### config.mk
export PLATFORM = sky130hd
export DESIGN_NAME = wb_stage
export DESIGN_NICKNAME = d
export VERILOG_FILES = /design/src/rtl/wb_stage.sv
export SDC_FILE = /design/constraint.sdc
export NUM_CORES = 1
export LEC_CHECK = 0
export BUFFER_PORTS_ARGS = -buffer_cell sky130_fd_sc_hd__buf_4
export CORE_MARGIN = 2
export CORE_UTILIZATION = 27
export DETAILED_ROUTE_END_ITERATION = 10
export PLACE_DENSITY_LB_ADDON = 0.12
export SLEW_MARGIN = 20
export SYNTH_ARGS = -nofsm -noshare
export SYNTH_HDL_FRONTEND = slang
export SYNTH_SLANG_ARGS = --single-unit
### constraint.sdc
create_clock -name clk -period 2.5 [get_ports clk]
set_input_delay 0 -clock clk [delete_from_list [all_inputs] [get_ports clk]]
set_output_delay 0 -clock clk [all_outputs]
set_load 0.005 [all_outputs]
### src/rtl/wb_stage.sv
`default_nettype none
// ============================================================================
//  Module      : wb_stage
//  Description : Writeback stage. Buffers ALU/SFU/BRU results one entry per
//                unit, arbitrates them round-robin onto two CDB ports and
//                reports branch resolution when the BRU result is broadcast.
//  Revision    : 1.0 - initial release
// ============================================================================
module wb_stage #(
    parameter int TAG_W  = 6,
    parameter int DATA_W = 32
) (
    input  logic              clk,
    input  logic              rst_n,
    input  logic              flush,
    input  logic              alu_valid,
    input  logic [TAG_W-1:0]  alu_tag,
    input  logic [DATA_W-1:0] alu_data,
    input  logic              alu_ovf,
    output logic              alu_ready,
    input  logic              sfu_valid,
    input  logic [TAG_W-1:0]  sfu_tag,
    input  logic [DATA_W-1:0] sfu_data,
    output logic              sfu_ready,
    input  logic              bru_valid,
    input  logic [TAG_W-1:0]  bru_tag,
    input  logic [DATA_W-1:0] bru_data,
    input  logic              bru_pre_right,
    input  logic              bru_b_type,
    input  logic              bru_real_dir,
    input  logic [DATA_W-1:0] bru_addr,
    output logic              bru_ready,
    output logic              cdb0_valid,
    output logic [TAG_W-1:0]  cdb0_tag,
    output logic [DATA_W-1:0] cdb0_data,
    output logic              cdb0_exc,
    output logic              cdb1_valid,
    output logic [TAG_W-1:0]  cdb1_tag,
    output logic [DATA_W-1:0] cdb1_data,
    output logic              cdb1_exc,
    output logic              br_valid,
    output logic [TAG_W-1:0]  br_tag,
    output logic              br_mispredict,
    output logic              br_b_type,
    output logic              br_real_dir,
    output logic [DATA_W-1:0] br_addr
);

    localparam logic [1:0] c_SRC_ALU = 2'd0;
    localparam logic [1:0] c_SRC_SFU = 2'd1;
    localparam logic [1:0] c_SRC_BRU = 2'd2;

    // Next source in the ALU -> SFU -> BRU -> ALU rotation (3 folds back to ALU).
    function automatic logic [1:0] f_next_src(input logic [1:0] src);
        return (src == c_SRC_BRU) ? c_SRC_ALU : src + 2'd1;
    endfunction

    logic              r_alu_full, r_sfu_full, r_bru_full;
    logic [TAG_W-1:0]  r_alu_tag, r_sfu_tag, r_bru_tag;
    logic [DATA_W-1:0] r_alu_data, r_sfu_data, r_bru_data, r_bru_addr;
    logic              r_alu_ovf, r_bru_pre_right, r_bru_b_type, r_bru_real_dir;
    logic [1:0]        r_rr;

    logic [3:0] w_full;
    logic [1:0] w_scan;
    logic       w_g0_vld, w_g1_vld;
    logic [1:0] w_g0_src, w_g1_src;
    logic       w_gnt_alu, w_gnt_sfu, w_gnt_bru;
    logic       w_alu_acc, w_sfu_acc, w_bru_acc;
    logic       w_out_en;

    // Round-robin scan from r_rr: first full buffer wins port 0, second wins port 1.
    always_comb begin
        w_full   = {1'b0, r_bru_full, r_sfu_full, r_alu_full};
        w_g0_vld = 1'b0;
        w_g0_src = c_SRC_ALU;
        w_g1_vld = 1'b0;
        w_g1_src = c_SRC_ALU;
        w_scan   = (r_rr == 2'd3) ? c_SRC_ALU : r_rr;
        for (int k = 0; k < 3; k++) begin
            if (w_full[w_scan]) begin
                if (!w_g0_vld) begin
                    w_g0_vld = 1'b1;
                    w_g0_src = w_scan;
                end else if (!w_g1_vld) begin
                    w_g1_vld = 1'b1;
                    w_g1_src = w_scan;
                end
            end
            w_scan = f_next_src(w_scan);
        end
    end

    assign w_gnt_alu = (w_g0_vld && w_g0_src == c_SRC_ALU) || (w_g1_vld && w_g1_src == c_SRC_ALU);
    assign w_gnt_sfu = (w_g0_vld && w_g0_src == c_SRC_SFU) || (w_g1_vld && w_g1_src == c_SRC_SFU);
    assign w_gnt_bru = (w_g0_vld && w_g0_src == c_SRC_BRU) || (w_g1_vld && w_g1_src == c_SRC_BRU);

    // A buffer can take a new result if it is empty or is draining this cycle.
    assign alu_ready = rst_n && (!r_alu_full || w_gnt_alu);
    assign sfu_ready = rst_n && (!r_sfu_full || w_gnt_sfu);
    assign bru_ready = rst_n && (!r_bru_full || w_gnt_bru);

    assign w_alu_acc = alu_valid && alu_ready;
    assign w_sfu_acc = sfu_valid && sfu_ready;
    assign w_bru_acc = bru_valid && bru_ready;

    // Broadcasts are suppressed in reset and during a flush cycle.
    assign w_out_en = rst_n && !flush;

    // Drive both CDB ports from the granted buffers.
    always_comb begin
        cdb0_valid = 1'b0;
        cdb0_tag   = '0;
        cdb0_data  = '0;
        cdb0_exc   = 1'b0;
        cdb1_valid = 1'b0;
        cdb1_tag   = '0;
        cdb1_data  = '0;
        cdb1_exc   = 1'b0;
        if (w_out_en && w_g0_vld) begin
            cdb0_valid = 1'b1;
            case (w_g0_src)
                c_SRC_ALU: begin cdb0_tag = r_alu_tag; cdb0_data = r_alu_data; cdb0_exc = r_alu_ovf; end
                c_SRC_SFU: begin cdb0_tag = r_sfu_tag; cdb0_data = r_sfu_data; end
                default:   begin cdb0_tag = r_bru_tag; cdb0_data = r_bru_data; end
            endcase
        end
        if (w_out_en && w_g1_vld) begin
            cdb1_valid = 1'b1;
            case (w_g1_src)
                c_SRC_ALU: begin cdb1_tag = r_alu_tag; cdb1_data = r_alu_data; cdb1_exc = r_alu_ovf; end
                c_SRC_SFU: begin cdb1_tag = r_sfu_tag; cdb1_data = r_sfu_data; end
                default:   begin cdb1_tag = r_bru_tag; cdb1_data = r_bru_data; end
            endcase
        end
    end

    // Branch resolution rides along with the BRU broadcast on whichever port.
    always_comb begin
        br_valid      = 1'b0;
        br_tag        = '0;
        br_mispredict = 1'b0;
        br_b_type     = 1'b0;
        br_real_dir   = 1'b0;
        br_addr       = '0;
        if (w_out_en && w_gnt_bru) begin
            br_valid      = 1'b1;
            br_tag        = r_bru_tag;
            br_mispredict = !r_bru_pre_right;
            br_b_type     = r_bru_b_type;
            br_real_dir   = r_bru_real_dir;
            br_addr       = r_bru_addr;
        end
    end

    // ALU buffer: capture on handshake, otherwise drain when granted.
    always_ff @(posedge clk) begin
        if (!rst_n) begin
            r_alu_full <= 1'b0;
            r_alu_tag  <= '0;
            r_alu_data <= '0;
            r_alu_ovf  <= 1'b0;
        end else if (flush) begin
            r_alu_full <= 1'b0;
        end else if (w_alu_acc) begin
            r_alu_full <= 1'b1;
            r_alu_tag  <= alu_tag;
            r_alu_data <= alu_data;
            r_alu_ovf  <= alu_ovf;
        end else if (w_gnt_alu) begin
            r_alu_full <= 1'b0;
        end
    end

    // SFU buffer: capture on handshake, otherwise drain when granted.
    always_ff @(posedge clk) begin
        if (!rst_n) begin
            r_sfu_full <= 1'b0;
            r_sfu_tag  <= '0;
            r_sfu_data <= '0;
        end else if (flush) begin
            r_sfu_full <= 1'b0;
        end else if (w_sfu_acc) begin
            r_sfu_full <= 1'b1;
            r_sfu_tag  <= sfu_tag;
            r_sfu_data <= sfu_data;
        end else if (w_gnt_sfu) begin
            r_sfu_full <= 1'b0;
        end
    end

    // BRU buffer: capture result plus branch info, drain when granted.
    always_ff @(posedge clk) begin
        if (!rst_n) begin
            r_bru_full      <= 1'b0;
            r_bru_tag       <= '0;
            r_bru_data      <= '0;
            r_bru_pre_right <= 1'b0;
            r_bru_b_type    <= 1'b0;
            r_bru_real_dir  <= 1'b0;
            r_bru_addr      <= '0;
        end else if (flush) begin
            r_bru_full <= 1'b0;
        end else if (w_bru_acc) begin
            r_bru_full      <= 1'b1;
            r_bru_tag       <= bru_tag;
            r_bru_data      <= bru_data;
            r_bru_pre_right <= bru_pre_right;
            r_bru_b_type    <= bru_b_type;
            r_bru_real_dir  <= bru_real_dir;
            r_bru_addr      <= bru_addr;
        end else if (w_gnt_bru) begin
            r_bru_full <= 1'b0;
        end
    end

    // Round-robin pointer moves just past the last source granted this cycle.
    always_ff @(posedge clk) begin
        if (!rst_n || flush) begin
            r_rr <= c_SRC_ALU;
        end else if (w_g0_vld) begin
            r_rr <= f_next_src(w_g1_vld ? w_g1_src : w_g0_src);
        end
    end

endmodule
`default_nettype wire

* After elaboration in Yosys (flattened, before gate mapping)
Cells that the tools add are included.
Operators by class: $add $sub $neg 3, mux-type cells 54, reduce and logical (&&, ||, !) cells 38, bitwise operators 2, order comparisons 3, equality and inequality tests 8
Operators by type and width (count):
- $pmux 32 s2 | 2
- $mux 32 | 3
- $mux 2 | 15
- $mux 1 | 26
- $pmux 6 s2 | 2
- $mux 6 | 3
- $logic_and 1x1->1 | 16
- $eq 2x2->1 const B | 6
- $lt 2x3->1 const B | 3
- $logic_or 1x1->1 | 7
- $add 2x1->2 const B | 3
- $bmux 1 s2 | 3
- $logic_not 1->1 | 6
- $reduce_and 2->1 | 3
- $reduce_bool 2->1 | 3
- $eq 2x1->1 const B | 2
- $logic_not 2->1 | 2
- $not 1->1 | 2
- $reduce_or 2->1 | 1
Storage, ports and cells: flip-flop bits (word level) 155

* Depth between registers and ports, before layout
depth in word-level cells 17, depth in mapped cells 14, mapped depth without buffers 9

* Least setup slack after synthesis
No wires, ideal clock.
kind reg2reg, start point reg r_rr[0], end point reg r_alu_data[26], data arrival time 2446 ps, setup time 121 ps, path slack -68 ps, period minus slack after synthesis 2568 ps, cell stages (with the launch flop) 13, cells stage by stage dfxtp_1 -> inv_1 -> ha_1 -> buf_2 -> nor2b_1 -> a311o_1 -> a31oi_2 -> nand3_1 -> o311ai_2 -> and2_1 -> buf_4 -> buf_4 -> o21ai_0
Between the ends: word-level cells in the longest chain between the ends 17, elaborated cells on any way between the ends 40, those cells by class 2 x add/sub; 3 x eq/ne; 26 x mux; 9 x reduce/logical
Ends and longest elaborated chain:
- start, declared | RTL line 62 | logic [1:0] r_rr;
- start signal, assigned | RTL line 220 | r_rr <= c_SRC_ALU;
- start signal, assigned | RTL line 222 | r_rr <= f_next_src(w_g1_vld ? w_g1_src : w_g0_src);
- $eq 2x2->1 | RTL line 79 | w_scan = (r_rr == 2'd3) ? c_SRC_ALU : r_rr;
- $mux 2 (*) | RTL line 79
- parallel branches: the longest is 10 deep, another holds $add 2x1->2
- $logic_or 1x1->1 (*) | RTL line 94 | assign w_gnt_alu = (w_g0_vld && w_g0_src == c_SRC_ALU) || (w_g1_vld && w_g1_src == c_SRC_ALU);
- $logic_or 1x1->1 (*) | RTL line 99 | assign alu_ready = rst_n && (!r_alu_full || w_gnt_alu);
- $logic_and 1x1->1 (*) | RTL line 99
- $logic_and 1x1->1 (*) | RTL line 103 | assign w_alu_acc = alu_valid && alu_ready;
- $reduce_and 2->1 (no source line) (*)
- end signal, assigned | RTL line 168 | r_alu_data <= alu_data;
- end, declared | RTL line 60 | logic [DATA_W-1:0] r_alu_data, r_sfu_data, r_bru_data, r_bru_addr;
Mark *: on every way between the ends. The select of a mux whose other input is x is not followed. A chain may end at the register's enable or synchronous reset.

* Worst setup path in the final report
start point reg r_rr[1], end point out br_addr[31]
Between the ends: word-level cells in the longest chain between the ends 15, elaborated cells on any way between the ends 38, those cells by class 2 x add/sub; 5 x eq/ne; 27 x mux; 4 x reduce/logical
Ends and longest elaborated chain:
- $eq 2x2->1 | RTL line 79
- $mux 2 (*) | RTL line 79
- parallel branches: the longest is 10 deep, another holds $add 2x1->2
- $logic_or 1x1->1 (*) | RTL line 96 | assign w_gnt_bru = (w_g0_vld && w_g0_src == c_SRC_BRU) || (w_g1_vld && w_g1_src == c_SRC_BRU);
- $logic_and 1x1->1 (*) | RTL line 146 | if (w_out_en && w_gnt_bru) begin
- $mux 32 (*) | RTL line 146
- end, declared | RTL line 46 | output logic [DATA_W-1:0] br_addr
Marked as above.

==> summary.txt <==
Yosys
  – Post-synth top flop: dfxtp_1
  – Area leader, netlist: dfxtp_1
  – Synth Warn #: 0
  – Netlist cell types: 41
  – Mean Syn Cell Area: 7.25 sq um
  – Syn_nets: 1224
  – Main area contributors after synthesis: dfxtp_1 40%, nand2_1 13%, o21ai_0 9.0%
  – Share of the synthesized area in the top cell type: 40.2%
  – Mapped Area: a little under 8000 sq um
  – Post-synth EDFFs: 0
  – Register area share after synthesis: 40.2%
  – Gate count after technology mapping: 1064
  – Seq cells post-synth: 155
  – Async S/R FF share, synth: 0%

Die
  – Die Area: roughly 30000 sq um
  – Die height: 173 um
  – Core Region: 27900 sq um
  – Initial Utilization: about 28%
  – FP Rows: 61
  – I/O pins: roughly 280
  – Horiz. Die Dim: 173 um

STA
  – Worst-Margin Slew: 0.763 ns
  – Fmax: approximately 0.35 GHz
  – Endpoints failing setup: 276
  – Hold slack: 0.0274 ns
  – Setup WS post-layout: -0.397 ns
  – Min Tclk post-route: 2.90 ns
  – Slew HR: between 40% and 50%
  – Period utilisation layout: 116%
  – RSZ-0062 raised after global routing: yes
  – Final Hold Vio Count: 0
  – Setup TNS: -56.96 ns
  – Slew Viols, Final: 0
  – Clock Skew: around 0.016 ns

Placement
  – GP Congestion: 0.835
  – Post-DP HPWL: 21100 um
  – Pre-CTS setup slack: -0.151 ns
  – IO buf count: 280

Pwr
  – Clock power share: 38.1%
  – Leakage: 6.40 nW
  – Net Sw Frac: 30.5%
  – P_sw: between 0.002 and 0.0025 W
  – Power per standard cell area: 450 nW/um^2
  – Sequential share of power: 38.9%
  – Internal power: 0.00487 W
  – Max VDD drop: 441 uV
  – Gate power share: 23.0%

CTS
  – H-tree depth: 4
  – CTS Buffer Depth: 2
  – Clock Pin Slew Worst Setup and Hold Paths: around 0.07 ns
  – Clk sinks: roughly 160
  – TritonCTS clock tree: built
  – Root Buffer: clkbuf_16
  – Clock latency on the worst-skew pair: 0.44 ns
  – Number of CTS-inserted buffers: 17

Detailed routing
  – Drt wl/cell: 19.2 um
  – Vias per Instance: 4.93
  – Via count: 9643
  – DRT iter0 DRCs: 553
  – Drt pass-1 iters: 5
  – DRC Markers: 0
  – Routed WL: 37500 um
  – ANT nets after route: 0

Global routing
  – Most Crowded Layer GR: met2
  – M1 GR Usage: between 20% and 30%
  – Vias in the first global route: ~9600
  – Grt ovf: 0
  – Initial antenna violation count: 1
  – Met2 Use GR: 40.9%
  – GRT Util Overall: 23.7%
  – First-pass GRT wire length: about 55000 um
  – Met3 global-route usage: 4.68%
  – Pin count of the biggest net entering global routing: 151

Worst hold path
  – Hold_sp: flush
  – Hold Path End: r_rr[0]
  – Worst Hold Path Cells: 4
  – Worst Hold Class: in2reg

Worst setup path
  – Critical path class: reg2out
  – R2R cell count: 14
  – Critical R2R Capture: r_sfu_data[27]
  – Arr. time, crit path: 2.90 ns
  – FF-to-FF setup slack: -0.29 ns
  – Startpoint Class: flop
  – Worst r2r src: r_rr[1]
  – Critical path required time: 2.50 ns
  – Critical Path End Type: output port
  – Largest fanout on the critical path: 5

Outcome
  – Failing checks: negative setup slack
  – Status: complete, but fails checks

Layout
  – Nets: 1725
  – Most common cell after layout, fill and taps aside: buf_4
  – Most frequent cells in the layout: 295 x buf_4, 262 x nand2_1, 153 x dlygate4sd3_1, 152 x dfxtp_1, 117 x o21ai_0
  – Layout cell share with drive strength beyond 1: 40.4%
  – Fin util: 55.8%
  – Area delta synth->final: 102%

Run
  – Max-cap violations: 0
area by class of cell:
type	instances	area, sq um
inverters	10	40.0
repair buffers	579	6060
flip-flops and latches	155	3110
clock buffers	18	439
diodes	1	2.50
multi-input cells	802	5290
well taps	378	473
clock inverters	14	165
fillers	2609	12300
metrics by stage:
| step | area [sq um] | cells | total power [W] |
|---|---|---|---|
| after floorplan | 7730 | 1064 | 0.00319 |
| after global placement | 10700 | 1697 | 0.00368 |
| after detailed placement | 10700 | 1697 | 0.00369 |
| after CTS | 15000 | 1941 | 0.00696 |
| after global routing | 15600 | 1956 | 0.00729 |
| final | 15600 | 1957 | 0.00701 |
cell families (layout without fill, tap and decap cells):
logic type                 count (synthesis)  count (layout)  share of synthesized area (%)
adders and majority gates                  4               4                          0.649
buffers and inverters                    107             621                           6.02
other                                      0               1                              0
muxes                                     43              43                           5.77
AOI/OAI and AO/OA                        258             258                           19.6
DFF                                      155             155                           40.2
and+or+nand+nor                          497             497                           27.8
timing repair:
item                                   CTS  global route
setup buffers                           37             9
setup endpoints to repair              275           276
pin swaps                               79            30
gates resized for setup                260           109
hold buffers                           153             0
gates cloned                            25             7
endpoints found under the hold margin  153             0
power groups by stage:
stage,sequential [W],combinational [W],clock (W)
3_5_place_dp,0.00276,0.000929,0
6_report,0.00273,0.00161,0.00267
3_3_place_gp,0.00276,0.000922,0
2_1_floorplan,0.00273,0.000457,0
5_1_grt,0.00274,0.00171,0.00284
4_1_cts,0.00271,0.00151,0.00274
how the worst max path moves through the flow:
stage	start	endpoint	cells after the start
CTS	r_rr[1]	br_addr[22]	14
detailed placement	r_rr[0]	r_sfu_data[8]	9
global route	r_rr[1]	br_addr[31]	13
global placement	r_rr[0]	r_sfu_data[9]	10
floorplan	r_rr[0]	r_alu_data[26]	12
finish	r_rr[1]	br_addr[31]	13
state kept, by name, indices dropped and copies added (netlist names):
signal	flops
r_sfu_full	1
r_bru_full	1
r_rr	2
r_bru_tag	6
r_sfu_tag	6
r_bru_data	32
r_bru_real_dir	1
r_sfu_data	32
r_alu_full	1
r_bru_b_type	1
r_bru_addr	32
r_bru_pre_right	1
r_alu_data	32
r_alu_ovf	1
r_alu_tag	6
cell usage after synthesis (4+ instances only):
| library cell | count |
|---|---|
| a21oi_1 | 6 |
| buf_2 | 20 |
| nand3_1 | 42 |
| o21ai_0 | 138 |
| o21ai_1 | 17 |
| buf_4 | 9 |
| ha_1 | 4 |
| a31oi_1 | 6 |
| nand2_1 | 266 |
| clkbuf_1 | 64 |
| nor2_1 | 83 |
| nor3_1 | 41 |
| a211oi_1 | 40 |
| nor2b_1 | 8 |
| dfxtp_1 | 155 |
| nand2b_1 | 8 |
| inv_1 | 10 |
| and2_1 | 42 |
| o22ai_1 | 38 |
| mux2i_1 | 40 |
critical path, cell delays in order, from the launching register on:
cell	delay, ns
dfxtp_2	0.34
inv_2	0.09
ha_4	0.18
mux2i_4	0.28
mux2i_4	0.12
o32a_4	0.41
nand2b_4	0.16
buf_6	0.11
a21oi_4	0.18
buf_12	0.14
buf_12	0.11
buf_16	0.11
and2_4	0.14
buf_6	0.09
layer usage:
layer / wire length (um) / vias to the layer above / part of all wire, %
met2: 18200 / 292 / 49
met1: 16500 / 4654 / 44
li1: - / 4652 / -
met5: 0 / - / 0
met3: 2030 / 45 / 5.4
met4: 735 / 0 / 2.0
Power figures use the tool's default switching activity.
